===== src/rtl/typing_round_counter.sv =====
// Typing-test round controller: BCD countdown, word counter and 2-digit display source.
// Optional build macro BLANK_LEAD_ZERO_EN blanks a leading zero on the tens digit.
module typing_round_counter #(
  parameter int CLK_HZ    = 100000000,
  parameter int ROUND_SEC = 60,
  parameter int MUX_HZ    = 500
) (
  input  logic       clk,
  input  logic       rst_n,
  input  logic       start,
  input  logic       word_ok,
  output logic [3:0] digit_one,
  output logic [3:0] digit_two,
  output logic       one_en,
  output logic       two_en,
  output logic       ssd_clk,
  output logic       round_done
);

  localparam int MUX_DIV_RAW = CLK_HZ / (2 * MUX_HZ);
  localparam int MUX_DIV     = (MUX_DIV_RAW < 1) ? 1 : MUX_DIV_RAW;
  localparam int PW          = (CLK_HZ > 1) ? $clog2(CLK_HZ) : 1;
  localparam int MW          = (MUX_DIV > 1) ? $clog2(MUX_DIV) : 1;

  localparam logic [PW-1:0] PRESC_MAX = PW'(CLK_HZ - 1);
  localparam logic [MW-1:0] MUX_MAX   = MW'(MUX_DIV - 1);
  localparam logic [7:0]    ROUND_BCD = {4'(ROUND_SEC / 10), 4'(ROUND_SEC % 10)};

  typedef enum logic [1:0] {
    IDLE = 2'd0,
    RUN  = 2'd1,
    DONE = 2'd2
  } state_t;

  state_t        state, state_nxt;
  logic [7:0]    secs, secs_nxt;
  logic [7:0]    words, words_nxt;
  logic [PW-1:0] presc, presc_nxt;
  logic [MW-1:0] mux_cnt;
  logic          sec_tick;
  logic [7:0]    disp_val;
  logic          one_en_nxt;

  // Saturating BCD increment: 99 holds.
  function automatic logic [7:0] bcd_inc_sat(input logic [7:0] v);
    if (v == 8'h99)
      return v;
    if (v[3:0] == 4'd9)
      return {v[7:4] + 4'd1, 4'd0};
    return {v[7:4], v[3:0] + 4'd1};
  endfunction

  // BCD decrement with borrow; never applied to 00.
  function automatic logic [7:0] bcd_dec(input logic [7:0] v);
    if (v[3:0] == 4'd0)
      return {v[7:4] - 4'd1, 4'd9};
    return {v[7:4], v[3:0] - 4'd1};
  endfunction

  assign sec_tick = (state == RUN) && (presc == PRESC_MAX);

  always_comb begin
    state_nxt = state;
    secs_nxt  = secs;
    words_nxt = words;
    presc_nxt = '0;
    if (start) begin
      state_nxt = RUN;
      secs_nxt  = ROUND_BCD;
      words_nxt = 8'h00;
    end else begin
      case (state)
        RUN: begin
          presc_nxt = sec_tick ? '0 : presc + PW'(1);
          if (word_ok)
            words_nxt = bcd_inc_sat(words);
          if (sec_tick) begin
            if (secs == 8'h01) begin
              secs_nxt  = 8'h00;
              state_nxt = DONE;
            end else begin
              secs_nxt = bcd_dec(secs);
            end
          end
        end
        default: ;
      endcase
    end
  end

  always_comb begin
    disp_val = (state == DONE) ? words : secs;
`ifdef BLANK_LEAD_ZERO_EN
    one_en_nxt = (disp_val[7:4] != 4'd0) || ((state == DONE) && (words == 8'h00));
`else
    one_en_nxt = 1'b1;
`endif
  end

  // Control and counter state
  always_ff @(posedge clk or negedge rst_n) begin
    if (!rst_n) begin
      state      <= IDLE;
      secs       <= ROUND_BCD;
      words      <= 8'h00;
      presc      <= '0;
      round_done <= 1'b0;
    end else begin
      state      <= state_nxt;
      secs       <= secs_nxt;
      words      <= words_nxt;
      presc      <= presc_nxt;
      round_done <= (state_nxt == DONE);
    end
  end

  // Display registers, one cycle behind their source
  always_ff @(posedge clk or negedge rst_n) begin
    if (!rst_n) begin
      digit_one <= ROUND_BCD[7:4];
      digit_two <= ROUND_BCD[3:0];
      one_en    <= 1'b1;
      two_en    <= 1'b1;
    end else begin
      digit_one <= disp_val[7:4];
      digit_two <= disp_val[3:0];
      one_en    <= one_en_nxt;
      two_en    <= 1'b1;
    end
  end

  // Free-running multiplex clock divider
  always_ff @(posedge clk or negedge rst_n) begin
    if (!rst_n) begin
      mux_cnt <= '0;
      ssd_clk <= 1'b0;
    end else if (mux_cnt == MUX_MAX) begin
      mux_cnt <= '0;
      ssd_clk <= ~ssd_clk;
    end else begin
      mux_cnt <= mux_cnt + MW'(1);
    end
  end

endmodule


===== config.mk =====
export PLATFORM = sky130hd
export DESIGN_NAME = typing_round_counter
export DESIGN_NICKNAME = d
export VERILOG_FILES = /design/src/rtl/typing_round_counter.sv
export SDC_FILE = /design/constraint.sdc
export NUM_CORES = 1
export LEC_CHECK = 0
export BUFFER_PORTS_ARGS = -buffer_cell sky130_fd_sc_hd__buf_2
export CAP_MARGIN = 5
export CORE_AREA = 2 2 107 109
export CTS_CLUSTER_DIAMETER = 50
export DETAILED_ROUTE_END_ITERATION = 7
export DIE_AREA = 0 0 109 111
export GPL_TIMING_DRIVEN = 0
export PLACE_DENSITY_LB_ADDON = 0.15
export SYNTH_ARGS = -nofsm -noshare
export SYNTH_HDL_FRONTEND = slang
export SYNTH_SLANG_ARGS = --single-unit

===== constraint.sdc =====
create_clock -name clk -period 2.49 [get_ports clk]
set_input_delay 0.1245 -clock clk [delete_from_list [all_inputs] [get_ports clk]]
set_output_delay 0.1245 -clock clk [all_outputs]
set_load 0.02 [all_outputs]

---- Yosys cells after proc, flatten, opt, wreduce, memory -nomap -nowiden ----
Cells that the tools add are included.
cells by class
  reductions and logical operators ........ 11
  bitwise gates (word level) .............. 1
  multiplexer cells ....................... 36
  add/subtract/negate cells ............... 6
  equal/unequal tests ..................... 8
operators with widths
  operator                                              count
  2-to-1 mux 8 bit                                      14
  2-to-1 mux 27 bit                                     3
  adder 27 x 1 -> 27 bit (second input constant)        1
  equality test 27 bit (second input constant)          1
  adder 17 x 1 -> 17 bit (second input constant)        1
  equality test 17 bit (second input constant)          1
  2-to-1 mux 17 bit                                     1
  2-to-1 mux 1 bit                                      14
  adder 4 x 1 -> 4 bit (second input constant)          2
  equality test 8 x 1 -> 1 bit (second input constant)  1
  equality test 8 bit (second input constant)           1
  2-to-1 mux 2 bit                                      4
  subtractor 4 x 1 -> 4 bit (second input constant)     2
  AND reduction 3 bit                                   2
  nonzero test 2 bit                                    3
  nonzero test 3 bit                                    2
  equality test 2 bit (second input constant)           2
  equality test 4 bit (second input constant)           1
  logical NOT 4 bit                                     1
  AND reduction 2 bit                                   2
  equality test 2 x 1 -> 1 bit (second input constant)  1
  logical AND 1 bit                                     1
  inverter 1 bit                                        1
storage, ports and cells
  word-level logic and storage cells ...... 73
  register bits after elaboration ......... 72

---- Depth between registers and ports, before layout ----
Gate-level depths: netlist (run 1).
  depth in word-level cells ............... 14
  mapped depth ............................ 8

---- Least setup slack after synthesis (run 1) ----
No wires, ideal clock.
  path type ............................... reg2reg
  from .................................... register secs[1]
  to ...................................... register state[0]
  path slack .............................. 540 ps
  data arrival time ....................... 1832 ps
  required time ........................... 2372 ps
  stages on the path, launching flop included .. 7
  setup time .............................. 118 ps
  cell sequence ........................... dfrtp_1 -> inv_1 -> ha_1 -> nor4bb_1 -> nand2_1 -> or4_4 -> a21o_1
between the ends
  cells in the longest elaborated chain, start to end .. 5
ends and longest elaborated chain
  item                          RTL line  source
  start: declaration            36        logic [7:0] secs, secs_nxt;
  start signal: assignment      110       secs <= secs_nxt;
  equality test 8 x 1 -> 1 bit  78        if (secs == 8'h01) begin
  2-to-1 mux 2 bit              78
  2-to-1 mux 2 bit              77        if (sec_tick) begin
  2-to-1 mux 2 bit              72        case (state)
  2-to-1 mux 2 bit              67        if (start) begin
  named net state_nxt[0]        35        state_t state, state_nxt;
  end signal: assignment        109       state <= state_nxt;
  end: declaration              35
The timed path passes the listed nets, and every way through them passes these cells.
A chain may end at the register's enable or synchronous reset.

---- Final worst setup path (run 1) ----
  from .................................... register presc[0]
  to ...................................... register presc[12]
between the ends
  cells in the longest elaborated chain, start to end .. 5
  elaborated cells on any way between the ends .. 6
  classes of those cells .................. add/sub: 1; eq/ne: 1; mux: 3; reduce/logical: 1
ends and longest elaborated chain
  item                                                                            RTL line  source
  start: declaration                                                              38        logic [PW-1:0] presc, presc_nxt;
  start signal: assignment                                                        112       presc <= presc_nxt;
  parallel branches: the longest is 2 deep, another holds adder 27 x 1 -> 27 bit  -
  2-to-1 mux 27 bit (*)                                                           74        presc_nxt = sec_tick ? '0 : presc + PW'(1);
  2-to-1 mux 27 bit (*)                                                           72
  2-to-1 mux 27 bit (*)                                                           67
  named net presc_nxt[12]                                                         38
Mark *: on every way through the listed nets, which the timed path passes.

==> impl_metrics.json, run 1 <==
{
  "crit_fanout": 10,
  "synth-edff-count": 0,
  "grt_overflow": 0,
  "wl_per_cell_um": 14.3,
  "dpl_cell_area_sq_um": 3990,
  "grt_max_degree": 58,
  "antenna_found_initial": 0,
  "ios": 16,
  "die_y_um": 111,
  "coreArea_sq_um": 11100,
  "reg2reg_from": "presc[0]$_DFF_PN0_",
  "ys_warn_count": 0,
  "slew_violations": 0,
  "drt-pass1-iter-count": 4,
  "final_cell_count_no_fill": 539,
  "slowest_delay_ns": 0.38,
  "synth_cell_types": 53,
  "syn_inst": 365,
  "hold_viol_final": 0,
  "setup_tns_ns": 0,
  "ant_nets": 0,
  "start_kind": "flip-flop",
  "min_period_over_period": 0.924,
  "rows": 39,
  "async_flop_share": 1.00,
  "rsz0062_at_grt": "no",
  "detailedRoute.firstIterationViolations": 146,
  "critPathSlowestCell": "dfrtp_1",
  "mostFrequentLayoutCell": "dfrtp_1",
  "vias_per_cell": 5.07,
  "portBuffers": 12,
  "final_core_util": 0.389,
  "skew_ns": 0.00599,
  "end_kind": "flip-flop",
  "final_nets": 406,
  "die_w_um": 109,
  "p_per_area_nw_per_um2": 596,
  "synth_top_cell_area_share": 0.458,
  "leakage_nw": 1.87,
  "final_cell_mix": "68 x dfrtp_1, 30 x nor2_1, 25 x nand2_1, 25 x a21oi_1, 19 x nand3_1",
  "cp_common_cell": "buf_2",
  "cap_violations": 0,
  "yosysTopAreaCell": "dfrtp_1",
  "vdd_drop_max_v": 0.000310,
  "clk_pin_slew_worst_paths_ns": 0.06,
  "regArea_sq_um": 1810,
  "wl_mm": 7.70,
  "nFillCells": 1100,
  "die_area_sq_um": 12100,
  "synthTopCellsByArea": "dfrtp_1 46%, xor2_1 4.0%, ha_1 3.7%",
  "syn_area_sq_um": 3720,
  "gp_congestion": 0.748,
  "track_usage": 0.142,
  "dpl.cell_count": 522,
  "root_buffer": "clkbuf_16",
  "crit_arrival_ns": 2.51,
  "synthFlopType": "dfrtp_1",
  "area_growth_pct": 16.1,
  "tritoncts": "built",
  "grt_pass1_wl_mm": 13.5,
  "drc": 0,
  "fmax_ghz": 0.435,
  "cts_htree_levels": 3,
  "cts_sinks": 72,
  "worst_slew_pin_slew_ns": 0.531,
  "path_class": "flip-flop to flip-flop",
  "fin_hold_ws_ns": 0.204,
  "initial_core_util": 0.335,
  "fin_area_sq_um": 4310,
  "post_cts_buffers": 0,
  "ctsLongestPathBuffers": 2,
  "dpl.hpwl_mm": 5.29,
  "numCtsBuffers": 9,
  "dr_total_vias": 2734,
  "grt_pass1_vias": 2668,
  "worstPathRequired_ns": 2.70,
  "cp_cell_sequence": "ha_1 -> and3_1 -> buf_2 -> and4_1 -> clkbuf_1 -> a21o_1 -> buf_2 -> nor2_1",
  "ys_seq_area_frac": 0.486,
  "finalCriticalPeriod_ns": 2.30,
  "hold_path.class": "input port to asynchronous set/reset pin",
  "synth-seq-cells": 72,
  "drive_gt1_frac": 0.149,
  "multiInputGateArea_sq_um": 1750,
  "insertion_delay_ns": 0.33,
  "critPathLaunch": "presc[0]$_DFF_PN0_",
  "maxSlewHeadroom": 0.646,
  "status": "finished clean",
  "avgSynthCellArea_sq_um": 10.2,
  "n_antenna_cell": 0,
  "setup_viol": 0
}
-- layer usage --
layer | track usage | wire length, um | vias up
li1 | - | - | 1379
met1 | 0.201 | 3940 | 1318
met2 | 0.207 | 3480 | 30
met3 | 0.0370 | 196 | 7
met4 | 0.0521 | 85 | 0
met5 | 0 | 0 | -
-- final timing paths --
kind / to / slack (ns) / cells past startpoint
max in group asynchronous: secs[6]$_DFFE_PN1P_ / 1.68 / 3
worst min-delay path: digit_two[2]$_DFF_PN0_ / 0.20 / 2
min in group clk: state[0]$_DFF_PN0_ / 0.29 / 2
worst max register to register: presc[12]$_DFF_PN0_ / 0.19 / 8
worst min register to register: ssd_clk$_DFFE_PN0N_ / 0.47 / 1
worst max-delay path: presc[12]$_DFF_PN0_ / 0.19 / 8
-- timing repair --
item,CTS,global route
endpoints found under the hold margin,68,0
endpoints found under the setup margin,0,2
hold buffers,1,0
gates resized for setup,0,1
-- power breakdown --
part           internal [mW]  switching [mW]  total [mW]
clock                  0.826           0.484        1.31
sequential              1.18         0.00770        1.19
combinational         0.0220          0.0528      0.0748
-- sequential cells by signal, summed over array words and instances, names as in the netlist --
signal	count
state	2
digit_two	4
ssd_clk	1
round_done	1
mux_cnt	17
presc	27
words	8
digit_one	4
secs	8
-- cells by family (layout without fill, tap and decap cells) --
group,count (synthesis),after routing,share of synthesized area
XOR/XNOR,29,29,0.0683
AND/OR/NAND/NOR,151,151,0.246
multiplexers,3,3,0.00909
AO/OA/AOI/OAI,65,65,0.107
buffers and inverters,33,63,0.0444
adder cells (fa/ha/maj),11,11,0.0370
flip-flops,72,72,0.486
other,1,2,0.00101
-- synthesized netlist by cell type (2+ instances only) --
cell / count
buf_4: 3
or3_1: 10
and2_1: 3
nor4_1: 2
clkbuf_1: 7
a21oi_1: 25
nor3_1: 3
a41o_1: 3
nand3_1: 19
buf_6: 3
xnor2_1: 12
xor2_1: 17
nand4b_1: 2
or4_1: 7
nand4_2: 2
o31ai_1: 8
ha_1: 11
nand4_1: 15
nand2_1: 25
and4_1: 11
nand3b_1: 2
dfrtp_1: 68
nor2_1: 30
nor4b_4: 2
dfstp_2: 4
buf_2: 6
and3b_1: 2
and3_1: 5
mux2_2: 3
inv_1: 14
a21o_1: 2
o21ai_0: 17
or3b_2: 2
-- worst max-delay path: cells and delay by family (launching register included) --
kind / cells / cell delay [ns]
fa+ha+maj: 1 / 0.20
buf+inv: 3 / 0.81
compound gates: 1 / 0.34
flops: 1 / 0.38
simple gates: 3 / 0.45
-- cell type report --
| class | instances | area share |
|---|---|---|
| Clock inverter | 5 | 0.0128 |
| Clock buffer | 11 | 0.0586 |
| Buffer | 19 | 0.0261 |
| Inverter | 14 | 0.0122 |
| Multi-Input combinational cell | 261 | 0.407 |
| Timing Repair Buffer | 14 | 0.0232 |
| Tap cell | 143 | 0.0415 |
| Sequential cell | 72 | 0.419 |
-- metrics by stage --
step	power [mW]	setup slack, ns
floorplan	1.24	0.540
global placement	1.28	0.204
detailed placement	1.28	0.190
CTS	2.62	0.178
global route	2.68	0.0103
finish	2.57	0.190
Power figures use the tool's default switching activity.
==> run 2: changes to the inputs <==
- CTS_CLUSTER_DIAMETER: 50 -> 80
- REMOVE_ABC_BUFFERS: default -> 1
==> run 2 against run 1 <==
Compared with the run above:
- critical path type unchanged
- via count fell by 0.18%
- flip-flop and latch count did not move
- total power rose by 14%
- cell count fell by 3.3%
- sequential share of layout area rose by 0.36 points
- highest routed layer unchanged
- wire length fell by 3.0%
- combinational power fell by 9.0%
- non-clock buffer count fell by 18
- clock skew fell by 0.0029 ns
- register-to-register slack improved by 0.05 ns
- core utilization fell by 0.33 points
==> impl_metrics.json, run 2 (synthesis gave the netlist of run 1 again) <==
{
  "cp_top_family": "simple AND/OR/NAND/NOR gates",
  "final_cell_mix": "68 x dfrtp_1, 30 x nor2_1, 25 x nand2_1, 25 x a21oi_1, 19 x nand3_1",
  "maxSlewHeadroom": 0.375,
  "insertion_delay_ns": 0.33,
  "largest_reg_flops": 27,
  "mostFrequentLayoutCell": "dfrtp_1",
  "cts_htree_levels": 3,
  "reg_top3": "presc x27, mux_cnt x17",
  "worstPathRequired_ns": 2.74,
  "grt_pass1_vias": 2702,
  "dpl.cell_count": 504,
  "drt-pass1-iter-count": 4,
  "dr_total_vias": 2729,
  "coreArea_sq_um": 11100,
  "dpl.hpwl_mm": 4.96,
  "area_growth_pct": 15.1,
  "finalCriticalPeriod_ns": 2.25,
  "die_area_sq_um": 12100,
  "regMostFlops": "presc",
  "cap_violations": 0,
  "critPathSlowestCell": "or4_1",
  "track_usage": 0.137,
  "p_per_area_nw_per_um2": 683,
  "grt_pass1_wl_mm": 13.2,
  "path_class": "flip-flop to flip-flop",
  "detailedRoute.firstIterationViolations": 116,
  "cp_cell_sequence": "ha_1 -> and3_1 -> nand4_1 -> or4_1 -> a21oi_1",
  "crit_buf_inv": 0,
  "tritoncts": "built",
  "slew_violations": 0,
  "worst_slew_pin_slew_ns": 0.935,
  "root_buffer": "clkbuf_16",
  "final_nets": 388,
  "n_antenna_cell": 0,
  "ant_nets": 0,
  "die_y_um": 111,
  "hold_viol_final": 0,
  "drc": 0,
  "status": "finished clean",
  "post_cts_buffers": 0,
  "final_core_util": 0.386,
  "fin_area_sq_um": 4280,
  "crit_arrival_ns": 2.50,
  "rsz0062_at_grt": "no",
  "wl_per_cell_um": 14.3,
  "vdd_drop_max_v": 0.000345,
  "setup_tns_ns": 0,
  "wl_mm": 7.47,
  "setup_viol": 0,
  "fin_hold_ws_ns": 0.147,
  "portBuffers": 13,
  "drive_gt1_frac": 0.124,
  "ios": 16,
  "start_kind": "flip-flop",
  "grt_max_degree": 68,
  "crit_fanout": 12,
  "rows": 39,
  "dpl_cell_area_sq_um": 3880,
  "grt_overflow": 0,
  "fmax_ghz": 0.445,
  "initial_core_util": 0.335,
  "final_cell_count_no_fill": 521,
  "vias_per_cell": 5.24,
  "antenna_found_initial": 0,
  "die_w_um": 109,
  "ctsLongestPathBuffers": 2,
  "slowest_delay_ns": 0.60,
  "numCtsBuffers": 9,
  "hold_path.class": "input port to asynchronous set/reset pin",
  "gp_congestion": 0.801,
  "min_period_over_period": 0.902,
  "nFillCells": 1087,
  "end_kind": "flip-flop",
  "leakage_nw": 1.84,
  "cts_sinks": 72,
  "clk_pin_slew_worst_paths_ns": 0.06,
  "skew_ns": 0.00305
}
## run 2: repair_timing
| action | in CTS | in global routing |
|---|---|---|
| hold endpoints to repair | 68 | 0 |
| setup endpoints to repair | 0 | 25 |
| hold buffers | 1 | 0 |
| gates resized for setup | 0 | 1 |
## run 2: worst paths after layout
path / slack [ns] / depth (start not counted) / start / end
worst min register to register: 0.47 / 1 / ssd_clk$_DFFE_PN0N_ / ssd_clk$_DFFE_PN0N_
worst min-delay path: 0.15 / 2 / rst_n / words[2]$_DFFE_PN0P_
max in group asynchronous: 1.76 / 3 / rst_n / secs[5]$_DFFE_PN1P_
worst max register to register: 0.24 / 5 / presc[0]$_DFF_PN0_ / presc[26]$_DFF_PN0_
min in group clk: 0.19 / 2 / start / words[6]$_DFFE_PN0P_
worst max-delay path: 0.24 / 5 / presc[0]$_DFF_PN0_ / presc[26]$_DFF_PN0_
## run 2: stage by stage
| stage | total power, mW | setup slack (ns) |
|---|---|---|
| after floorplan | 1.23 | 0.540 |
| after detailed placement | 1.28 | 0.0183 |
| after CTS | 2.96 | 0.0187 |
| final | 2.92 | 0.243 |
| after global routing | 3.03 | 0.0288 |
| after global placement | 1.27 | 0.0820 |
## run 2: layout make-up
| type | instances | area [sq um] | share of cell area |
|---|---|---|---|
| clock buffer | 10 | 229 | 0.0535 |
| clock inverter | 6 | 155 | 0.0363 |
| multi-input combinational | 261 | 1750 | 0.409 |
| timing repair buffer | 15 | 105 | 0.0246 |
| tap | 143 | 179 | 0.0418 |
| sequential | 72 | 1810 | 0.422 |
| inverter | 14 | 52.6 | 0.0123 |
## run 2: metal layers
| layer | up-vias | part of all wire | GRT usage |
|---|---|---|---|
| met5 | - | 0 | 0 |
| met4 | 0 | 0.016 | 0.0547 |
| met3 | 10 | 0.026 | 0.0312 |
| met2 | 35 | 0.47 | 0.204 |
| met1 | 1350 | 0.49 | 0.192 |
| li1 | 1334 | - | - |
## run 2: where the power goes
part	internal (mW)	switching, mW
registers	1.18	0.00765
logic	0.0181	0.0500
clock network	1.18	0.489
